**src/rtl/pipe_ctrl_pkg.sv**
```systemverilog
// Shared constants for the core pipeline sequencer: stall vector encodings,
// the eret exception code, FSM state encodings and the legacy word defines.
// No logic; imported by the interface, the watchdog and the top.
package pipe_ctrl_pkg;

    // Legacy defines kept so existing pipeline-register code reads the same.
    localparam logic        Stop     = 1'b1;
    localparam logic        NoStop   = 1'b0;
    localparam logic [31:0] ZeroWord = 32'h0000_0000;

    typedef logic [5:0] stall_t;   // [0]=pc [1]=if [2]=id [3]=ex [4]=mem [5]=wb

    // A stalling stage freezes itself and everything upstream of it.
    localparam stall_t STALL_NONE = 6'b000000;
    localparam stall_t STALL_ID   = 6'b000111;
    localparam stall_t STALL_EX   = 6'b001111;
    localparam stall_t STALL_MEM  = 6'b011111;   // wb keeps running and receives a bubble

    localparam logic [31:0] EXC_ERET = 32'h0000_000e;

    localparam logic [0:0] ST_RUN = 1'b0;
    localparam logic [0:0] ST_GAP = 1'b1;

endpackage

```
**src/rtl/pipe_ctrl_if.sv**
```systemverilog
// Bundle between the pipeline sequencer and the six pipeline stages.
// master: sequencer side (consumes stall requests and the exception, drives control).
// slave : pipeline side (drives requests and the exception, consumes control).
interface pipe_ctrl_if;
    import pipe_ctrl_pkg::*;

    logic        stallreq_from_id;
    logic        stallreq_from_ex;
    logic        stallreq_from_mem;
    logic [31:0] excepttype_i;
    logic [31:0] cp0_epc_i;
    stall_t      stall;
    logic        flush;
    logic [31:0] new_pc;
    logic        wdog_timeout;
    logic [31:0] stall_cnt;
    logic [15:0] flush_cnt;

    modport master (
        input  stallreq_from_id, stallreq_from_ex, stallreq_from_mem, excepttype_i, cp0_epc_i,
        output stall, flush, new_pc, wdog_timeout, stall_cnt, flush_cnt
    );

    modport slave (
        output stallreq_from_id, stallreq_from_ex, stallreq_from_mem, excepttype_i, cp0_epc_i,
        input  stall, flush, new_pc, wdog_timeout, stall_cnt, flush_cnt
    );

endinterface

```
**src/rtl/pipe_ctrl_stall_wdog.sv**
```systemverilog
// Stall watchdog: counts consecutive stalled cycles and raises a sticky timeout.
// Latency: timeout sets on the edge ending the WDOG_LIMIT-th consecutive stalled cycle.
// Backpressure: none; observes stall/flush only.
// Ports: clk, rst (async, active-low), stalled, flush in; timeout out (sticky until flush/reset).
module stall_wdog #(
    parameter int WDOG_LIMIT = 1024
) (
    input  logic clk,
    input  logic rst,
    input  logic stalled,
    input  logic flush,
    output logic timeout
);

    localparam logic [15:0] LIMIT    = 16'(WDOG_LIMIT);
    localparam logic [15:0] LIMIT_M1 = 16'(WDOG_LIMIT - 1);

    logic [15:0] cnt;

    always_ff @(posedge clk or negedge rst) begin
        if (!rst) begin
            cnt     <= 16'd0;
            timeout <= 1'b0;
        end else begin
            // Any idle or flush cycle breaks the consecutive run; saturate rather than wrap.
            if (flush || !stalled)
                cnt <= 16'd0;
            else if (cnt != LIMIT)
                cnt <= cnt + 16'd1;

            if (flush)
                timeout <= 1'b0;
            else if (stalled && (cnt >= LIMIT_M1))
                timeout <= 1'b1;
        end
    end

endmodule

```
**src/rtl/pipe_ctrl.sv**
```systemverilog
// Pipeline sequencer: merges stall requests, sequences exception/eret flushes, runs a stall watchdog.
// Latency: stall/flush/new_pc are combinational (zero cycles); state, watchdog and counters update on the edge.
// Backpressure: stall requests are the backpressure; a taken exception overrides them (stall forced to 0).
// Ports: clk, rst (async, active-low), bus (pipe_ctrl_if.master: requests, excepttype_i, cp0_epc_i in;
//        stall, flush, new_pc, wdog_timeout, stall_cnt, flush_cnt out).
// Optional: define PIPE_CTRL_PERF_EN for stall_cnt/flush_cnt counters; otherwise both read as 0.
module pipe_ctrl
    import pipe_ctrl_pkg::*;
#(
    parameter logic [31:0] EXC_VECTOR = 32'h0000_0020,
    parameter int          WDOG_LIMIT = 1024,
    parameter int          FLUSH_GAP  = 1
) (
    input  logic          clk,
    input  logic          rst,
    pipe_ctrl_if.master   bus
);

    logic [0:0] state;
    logic [2:0] gap_cnt;
    stall_t     stall_req;
    logic       take;

    always_comb begin
        stall_req = STALL_NONE;
        if (bus.stallreq_from_mem)
            stall_req = STALL_MEM;
        else if (bus.stallreq_from_ex)
            stall_req = STALL_EX;
        else if (bus.stallreq_from_id)
            stall_req = STALL_ID;
    end

    // Exceptions arriving during the post-flush gap are stale copies of the one already taken.
    assign take = (state == ST_RUN) && (bus.excepttype_i != ZeroWord);

    assign bus.flush  = take;
    assign bus.stall  = take ? STALL_NONE : stall_req;
    assign bus.new_pc = !take                          ? ZeroWord      :
                        (bus.excepttype_i == EXC_ERET) ? bus.cp0_epc_i : EXC_VECTOR;

    always_ff @(posedge clk or negedge rst) begin
        if (!rst) begin
            state   <= ST_RUN;
            gap_cnt <= 3'd0;
        end else if (take) begin
            state   <= ST_GAP;
            gap_cnt <= 3'(FLUSH_GAP - 1);
        end else if (state == ST_GAP) begin
            if (gap_cnt == 3'd0)
                state <= ST_RUN;
            else
                gap_cnt <= gap_cnt - 3'd1;
        end
    end

    stall_wdog #(
        .WDOG_LIMIT (WDOG_LIMIT)
    ) u_wdog (
        .clk     (clk),
        .rst     (rst),
        .stalled (bus.stall != STALL_NONE),
        .flush   (take),
        .timeout (bus.wdog_timeout)
    );

`ifdef PIPE_CTRL_PERF_EN
    logic [31:0] stall_cnt_q;
    logic [15:0] flush_cnt_q;

    always_ff @(posedge clk or negedge rst) begin
        if (!rst) begin
            stall_cnt_q <= 32'd0;
            flush_cnt_q <= 16'd0;
        end else begin
            if (bus.stall != STALL_NONE)
                stall_cnt_q <= stall_cnt_q + 32'd1;     // wraps
            if (take && (flush_cnt_q != 16'hFFFF))
                flush_cnt_q <= flush_cnt_q + 16'd1;     // saturates
        end
    end

    assign bus.stall_cnt = stall_cnt_q;
    assign bus.flush_cnt = flush_cnt_q;
`else
    assign bus.stall_cnt = 32'd0;
    assign bus.flush_cnt = 16'd0;
`endif

endmodule

```
**src/flat_wrapper.sv**
```systemverilog
// flat-port wrapper written by rule: the top's interface ports become plain ports
module pipe_ctrl_flat import pipe_ctrl_pkg::*;
#(
    parameter logic [31:0] EXC_VECTOR = 32'h0000_0020,
    parameter int          WDOG_LIMIT = 1024,
    parameter int          FLUSH_GAP  = 1
)
  (clk, rst, bus_stallreq_from_id, bus_stallreq_from_ex, bus_stallreq_from_mem, bus_excepttype_i, bus_cp0_epc_i, bus_stall, bus_flush, bus_new_pc, bus_wdog_timeout, bus_stall_cnt, bus_flush_cnt);
  pipe_ctrl_if bus_i ();
  input  logic clk;
  input  logic rst;
  input wire logic [$bits(bus_i.stallreq_from_id)-1:0] bus_stallreq_from_id;
  input wire logic [$bits(bus_i.stallreq_from_ex)-1:0] bus_stallreq_from_ex;
  input wire logic [$bits(bus_i.stallreq_from_mem)-1:0] bus_stallreq_from_mem;
  input wire logic [$bits(bus_i.excepttype_i)-1:0] bus_excepttype_i;
  input wire logic [$bits(bus_i.cp0_epc_i)-1:0] bus_cp0_epc_i;
  output wire logic [$bits(bus_i.stall)-1:0] bus_stall;
  output wire logic [$bits(bus_i.flush)-1:0] bus_flush;
  output wire logic [$bits(bus_i.new_pc)-1:0] bus_new_pc;
  output wire logic [$bits(bus_i.wdog_timeout)-1:0] bus_wdog_timeout;
  output wire logic [$bits(bus_i.stall_cnt)-1:0] bus_stall_cnt;
  output wire logic [$bits(bus_i.flush_cnt)-1:0] bus_flush_cnt;
  assign bus_i.stallreq_from_id = bus_stallreq_from_id;
  assign bus_i.stallreq_from_ex = bus_stallreq_from_ex;
  assign bus_i.stallreq_from_mem = bus_stallreq_from_mem;
  assign bus_i.excepttype_i = bus_excepttype_i;
  assign bus_i.cp0_epc_i = bus_cp0_epc_i;
  assign bus_stall = bus_i.stall;
  assign bus_flush = bus_i.flush;
  assign bus_new_pc = bus_i.new_pc;
  assign bus_wdog_timeout = bus_i.wdog_timeout;
  assign bus_stall_cnt = bus_i.stall_cnt;
  assign bus_flush_cnt = bus_i.flush_cnt;
  pipe_ctrl #(.EXC_VECTOR(EXC_VECTOR), .WDOG_LIMIT(WDOG_LIMIT), .FLUSH_GAP(FLUSH_GAP)) u_core (.clk(clk), .rst(rst), .bus(bus_i));
endmodule
```
**config.mk**
```make
export PLATFORM = sky130hd
export DESIGN_NAME = pipe_ctrl_flat
export DESIGN_NICKNAME = d
export VERILOG_FILES = /design/src/rtl/pipe_ctrl_pkg.sv /design/src/rtl/pipe_ctrl_if.sv /design/src/rtl/pipe_ctrl_stall_wdog.sv /design/src/rtl/pipe_ctrl.sv /design/src/flat_wrapper.sv
export SDC_FILE = /design/constraint.sdc
export NUM_CORES = 1
export LEC_CHECK = 0
export BUFFER_PORTS_ARGS = -buffer_cell sky130_fd_sc_hd__buf_2
export CORE_ASPECT_RATIO = 1.1
export CORE_MARGIN = 8
export CORE_UTILIZATION = 30
export CTS_BUF_LIST = sky130_fd_sc_hd__clkbuf_16
export DETAILED_ROUTE_END_ITERATION = 16
export GPL_TIMING_DRIVEN = 0
export PLACE_DENSITY = 0.78
export SLEW_MARGIN = 20
export SYNTH_ARGS = -nofsm -noshare
export SYNTH_HDL_FRONTEND = slang
export SYNTH_SLANG_ARGS = --single-unit
```
**constraint.sdc**
```tcl
create_clock -name clk -period 1.9 [get_ports clk]
set_clock_uncertainty 0.2 [all_clocks]
set_input_delay 0.285 -clock clk [delete_from_list [all_inputs] [get_ports clk]]
set_output_delay 0.285 -clock clk [all_outputs]
set_load 0.1 [all_outputs]
```
# ---- Word-level counts from Yosys, hierarchy flattened
# Index checks and enable logic that the tools add are counted.
dict set report op_classes {
  n_eq_ne 3
  n_bitwise 1
  magnitude_cmp 1
  n_addsub 2
  reduce_logical 11
  n_mux 16
}
# operator count
set ops {}
lappend ops {{$mux 32} 2}
lappend ops {{$eq 32x4->1 const B} 1}
lappend ops {{$mux 16} 2}
lappend ops {{$reduce_bool 32->1} 1}
lappend ops {{$mux 6} 3}
lappend ops {{$add 16x1->16 const B} 1}
lappend ops {{$ge 16x10->1 const B} 1}
lappend ops {{$ne 16x11->1 const B} 1}
lappend ops {{$mux 3} 4}
lappend ops {{$reduce_bool 2->1} 3}
lappend ops {{$reduce_bool 6->1} 1}
lappend ops {{$mux 1} 5}
lappend ops {{$logic_not 3->1} 1}
lappend ops {{$sub 3x1->3 const B} 1}
lappend ops {{$logic_and 1x1->1} 2}
lappend ops {{$ne 2x1->1 const B} 1}
lappend ops {{$reduce_and 2->1} 1}
lappend ops {{$logic_not 1->1} 1}
lappend ops {{$logic_or 1x1->1} 1}
lappend ops {{$not 1->1} 1}
dict set report totals {
  inputBits 69
  ff_bits 21
  out_inout_bits 88
}

# ---- Logic depth before layout (Yosys ltp)
dict set report logic_depth {
  word_depth 8
  ltp_mapped 6
}

# ---- Cells and area by module
# From an unflattened synthesis, not the netlist that was laid out.
dict set report unflattened {
  cells_unflattened 237
  area_unflattened_um2 2019.4
}
# mod area_each_um2 cells_each n_inst
set modules_own_cells {}
lappend modules_own_cells {stall_wdog 1013.5 103 1}
lappend modules_own_cells {pipe_ctrl 1006.0 134 1}

# ---- Worst setup path before layout
# No wires, ideal clock.
dict set report synth_path {
  path_kind {input to output}
  start {input bus_excepttype_i[19]}
  end {output bus_stall[3]}
  arrival_ps 3597
  path_stages 4
  n_path_buf 0
  path_slack_ps -2182
  t_required_ps 1415
  path_cell_list {nor4_1 > and4_1 > a31oi_1 > nor2_1}
}
dict set report synth_between {
  elab_chain_cells 3
}
# item line_no
set synth_rtl {}
lappend synth_rtl {{start: declaration} flat_wrapper.sv:15} ;# input wire logic [$bits(bus_i.excepttype_i)-1:0] bus_excepttype_i;
lappend synth_rtl {{$reduce_bool 32->1} pipe_ctrl.sv:35} ;# assign take = (state == ST_RUN) && (bus.excepttype_i != ZeroWord);
lappend synth_rtl {{$logic_and 1x1->1} pipe_ctrl.sv:35}
lappend synth_rtl {{via bus_flush} flat_wrapper.sv:18} ;# output wire logic [$bits(bus_i.flush)-1:0] bus_flush;
lappend synth_rtl {{$mux 6} pipe_ctrl.sv:38} ;# assign bus.stall = take ? STALL_NONE : stall_req;
lappend synth_rtl {{end: declaration} flat_wrapper.sv:17} ;# output wire logic [$bits(bus_i.stall)-1:0] bus_stall;
# The timed path passes the listed nets, and every way through them passes these cells.

# ---- Worst setup path in the final report
dict set report layout_path {
  start {input bus_excepttype_i[27]}
  end {output bus_new_pc[27]}
}
dict set report layout_between {
  elab_chain_cells 3
  elab_cells_between_ends 5
  classes_between {1 x eq/ne; 2 x mux; 2 x reduce/logical}
}
# item line_no
set layout_rtl {}
lappend layout_rtl {{$eq 32x4->1 or $reduce_bool 32->1 (tied branches)} {pipe_ctrl.sv:40, pipe_ctrl.sv:35}}
lappend layout_rtl {{$mux 32 or $logic_and 1x1->1 (tied branches)} {pipe_ctrl.sv:40, pipe_ctrl.sv:35}}
lappend layout_rtl {{$mux 32 *} pipe_ctrl.sv:39} ;# assign bus.new_pc = !take ? ZeroWord :
lappend layout_rtl {{end: declaration} flat_wrapper.sv:19} ;# output wire logic [$bits(bus_i.new_pc)-1:0] bus_new_pc;
# Every way passes the cells marked *; elsewhere a longest branch is shown, timed or not.

==> load_flow_metrics.sql <==
INSERT INTO impl_metrics (metric_group, metric, value, unit) VALUES
('status', 'outcome', 'complete, but fails checks', ''),
('status', 'violations', 'setup timing', ''),
('synth', 'yosysUniqueCellTypes', '40', ''),
('grt', 'antenna_found_initial', '0', ''),
('routing', 'drt-initial-drc-count', '107', ''),
('critical_path', 'crit_required', '1.41', 'ns'),
('cells_and_area', 'multiInputGateArea', '0.00135', 'mm^2'),
('synth', 'async_s_r_ff_share_synth', '1.00', ''),
('routing', 'vias', '2111', ''),
('synth', 'edff_count_synth', '0', ''),
('die', 'boundaryPins', '157', ''),
('cells_and_area', 'num-fill-cells', '468', ''),
('cells_and_area', 'finalInstanceArea', '0.00391', 'mm^2'),
('worst_hold_path', 'min-delay-path-class', 'input pin to register', ''),
('clock_tree', 'cts_htree_levels', '1', ''),
('synth', 'synth_most_common_cell', 'buf_4', ''),
('synth', 'postSynthRegisterBits', '21', ''),
('cells_and_area', 'utilization', '0.643', ''),
('placement', 'dpl-instance-area', '0.00294', 'mm^2'),
('die', 'core.rowCount', '30', ''),
('critical_path', 'critPathArrivalTime', '1.86', 'ns'),
('synth', 'synth.largest_area_cell', 'dfrtp_1', ''),
('die', 'coreArea', '0.00608', 'mm^2'),
('clock_tree', 'post_cts_clock_slew_at_the_launch_and_capture_registers_of_the_worst_setup_and_hold_paths', '0.06', 'ns'),
('sta', 'finalSetupViolations', '37', ''),
('routing', 'total_wire_length', '8.33', 'mm'),
('critical_path', 'cell_by_cell_trace_of_the_critical_path', 'buf_6, nor4_4, nand4_1, nor4_4, buf_6, buf_6, and2_4, buf_12', ''),
('clock_tree', 'clock_tree_from_tritoncts', 'built', ''),
('cells_and_area', 'area.growth.synth_to_final', '110', '%'),
('die', 'design.die.area', '0.00901', 'mm^2'),
('power_and_ir_drop', 'powerDensity', '414', 'mW/mm^2'),
('placement', 'placement.io_buffers', '107', ''),
('synth', 'ys_warn_count', '0', ''),
('synth', 'summed_instance_area_of_the_synthesized_netlist', '0.00187', 'mm^2'),
('critical_path', 'critical_path.slowest_cell', 'nor4_4', ''),
('sta', 'hold_slack', '0.275', 'ns'),
('synth', 'yosysSeqAreaShare', '0.282', ''),
('die', 'initial_core_util', '0.307', ''),
('grt', 'gr-total-overflow', '0', ''),
('routing', 'route.detailed.drc', '0', ''),
('die', 'die_w', '91.2', 'um'),
('synth', 'post_synth.cell_area_avg', '8.26', 'um^2'),
('grt', 'first_pass_grt_wire_length', '12.4', 'mm'),
('clock_tree', 'cts.sinks', '21', ''),
('sta', 'unrepaired_setup_endpoints_after_global_routing', 'yes', ''),
('grt', 'vias_in_the_first_global_route', '2236', ''),
('critical_path', 'worst_setup_path_start_kind', 'input pin', ''),
('routing', 'via_cell_ratio', '4.34', ''),
('synth', 'cell_count_after_synthesis', '226', ''),
('sta', 'slew_violations', '0', ''),
('synth', 'synth.top_cell.area_share', '0.282', ''),
('sta', 'final-hold-violation-count', '0', ''),
('placement', 'global_placer_s_final_weighted_congestion', '0.954', ''),
('cells_and_area', 'drive_gt1_frac', '0.623', ''),
('routing', 'ant_nets', '0', ''),
('clock_tree', 'cts_root_buf', 'clkbuf_16', ''),
('critical_path', 'crit_path_frequent_cell', 'buf_6', ''),
('grt', 'grtUsageTotal', '0.169', ''),
('critical_path', 'worstSetupPathType', 'input pin to output port', ''),
('routing', 'routedWlPerCell', '17.1', 'um'),
('sta', 'final_period_minus_worst_setup_slack', '2.35', 'ns'),
('routing', 'dr.pass1.iters', '4', ''),
('sta', 'finalCritPeriodShare', '1.24', ''),
('sta', 'final_critical_path_setup_slack', '-0.450', 'ns'),
('grt', 'maximum_number_of_pins_on_one_net_before_global_route_repair', '22', ''),
('placement', 'dp.final_hpwl', '5.74', 'mm'),
('synth', 'synth.top_cells.by_count', '54 x buf_4, 31 x and2_1, 21 x dfrtp_1, 21 x nor2_1', ''),
('cells_and_area', 'nets', '480', ''),
('synth', 'synth-main-ff-cell', 'dfrtp_1', ''),
('power_and_ir_drop', 'vdd_ir_drop_max', '0.293', 'mV'),
('critical_path', 'critPathMaxStageDelay', '0.31', 'ns');
==> metal layers <==
metal  vias up  global-route usage  wire (um)
li1       1017                   -          -
met1       996               0.172       2810
met2        86               0.334       4830
met3        12              0.0464        531
met4         0              0.0315        161
met5         -                   0          0
==> layout by cell type (no fill, tap or decap), types with 2 or more instances in the layout <==
cell type | Yosys | layout
buf_4 | 54 | 66
buf_2 | 1 | 58
conb_1 | 1 | 49
buf_12 | 0 | 38
and2_4 | 0 | 31
nor2_1 | 21 | 19
buf_6 | 0 | 19
dfrtp_1 | 21 | 16
xnor2_1 | 10 | 10
inv_1 | 9 | 9
nor3_1 | 8 | 7
nor4_4 | 0 | 7
nand3_1 | 7 | 6
nand2_1 | 6 | 6
a21oi_1 | 6 | 5
dfrtp_2 | 0 | 5
nor4_1 | 10 | 4
nand3_2 | 2 | 3
clkbuf_16 | 0 | 3
and4_4 | 0 | 2
a31oi_4 | 0 | 2
nor2b_4 | 0 | 2
nand4_1 | 2 | 2
o21ai_0 | 2 | 2
nor4b_1 | 2 | 2
mux2i_1 | 2 | 2
or2_4 | 1 | 2
xor2_1 | 2 | 2
ha_1 | 4 | 2
ha_2 | 0 | 2
==> registers in the layout, indices dropped and copies added, names as in the netlist <==
register               count
u_core.gap_cnt             3
u_core.state               1
u_core.u_wdog.cnt         16
u_core.u_wdog.timeout      1
==> kinds of logic (layout without fill, tap and decap cells) <==
family                     after synthesis  count (layout)  share of synthesized area
AOI/OAI and AO/OA                       15              15                     0.0503
xor gates and xnor gates                12              12                     0.0563
adders and majority gates                4               4                     0.0268
buffers and inverters                   65             197                      0.240
DFF                                     21              21                      0.281
muxes                                    2               2                     0.0107
other                                    1              49                    0.00201
and+or+nand+nor                        106             106                      0.332
==> cell type report <==
class | count | area share
multi-input combinational | 188 | 0.346
tap | 80 | 0.0256
timing repair buffer | 129 | 0.347
inverter | 10 | 0.0128
clock buffer | 3 | 0.0192
buffer | 54 | 0.113
sequential | 21 | 0.136
clock inverter | 1 | 0.000960
==> timing repair <==
action,4_1_cts,5_1_grt
endpoints found under the setup margin,46,44
buffers inserted,9,9
pin swaps,11,15
hold buffers,1,0
gates resized for setup,174,20
gates cloned,3,0
hold endpoints to repair,21,0
==> path summary, 6_finish.rpt <==
path                                        from                     to  slack, ns  depth (start not counted)
max in group asynchronous                    rst           u_core.state       0.82                          2
setup reg to reg            u_core.u_wdog.cnt[0]   u_core.u_wdog.cnt[2]       0.03                          6
hold / removal               bus_excepttype_i[1]           u_core.state       0.28                          3
hold reg to reg            u_core.u_wdog.timeout  u_core.u_wdog.timeout       0.31                          2
setup / recovery            bus_excepttype_i[27]         bus_new_pc[27]      -0.45                          8
min in group asynchronous                    rst   u_core.u_wdog.cnt[8]       0.33                          2
==> critical path, delay by kind of cell <==
kind | cells | cell delay, ns
buffers and inverters | 4 | 0.57
AND/OR/NAND/NOR | 4 | 1.00
==> where the power goes <==
part / leakage, nW / switching (mW) / internal (mW)
Clock: 0.0423 / 0.159 / 0.280
Sequential: 0.282 / 0.00000000147 / 0.447
Combinational: 1.63 / 0.553 / 0.179
==> metrics by stage <==
| step | std cells | power (mW) | worst slack [ns] |
|---|---|---|---|
| floorplan | 274 | 1.02 | -0.407 |
| global placement | 461 | 1.12 | -0.902 |
| detailed placement | 461 | 1.13 | -0.909 |
| CTS | 478 | 1.60 | -0.394 |
| global route | 486 | 1.67 | -0.487 |
| finish | 486 | 1.62 | -0.450 |
No activity file was read; power rests on OpenSTA's default activity.
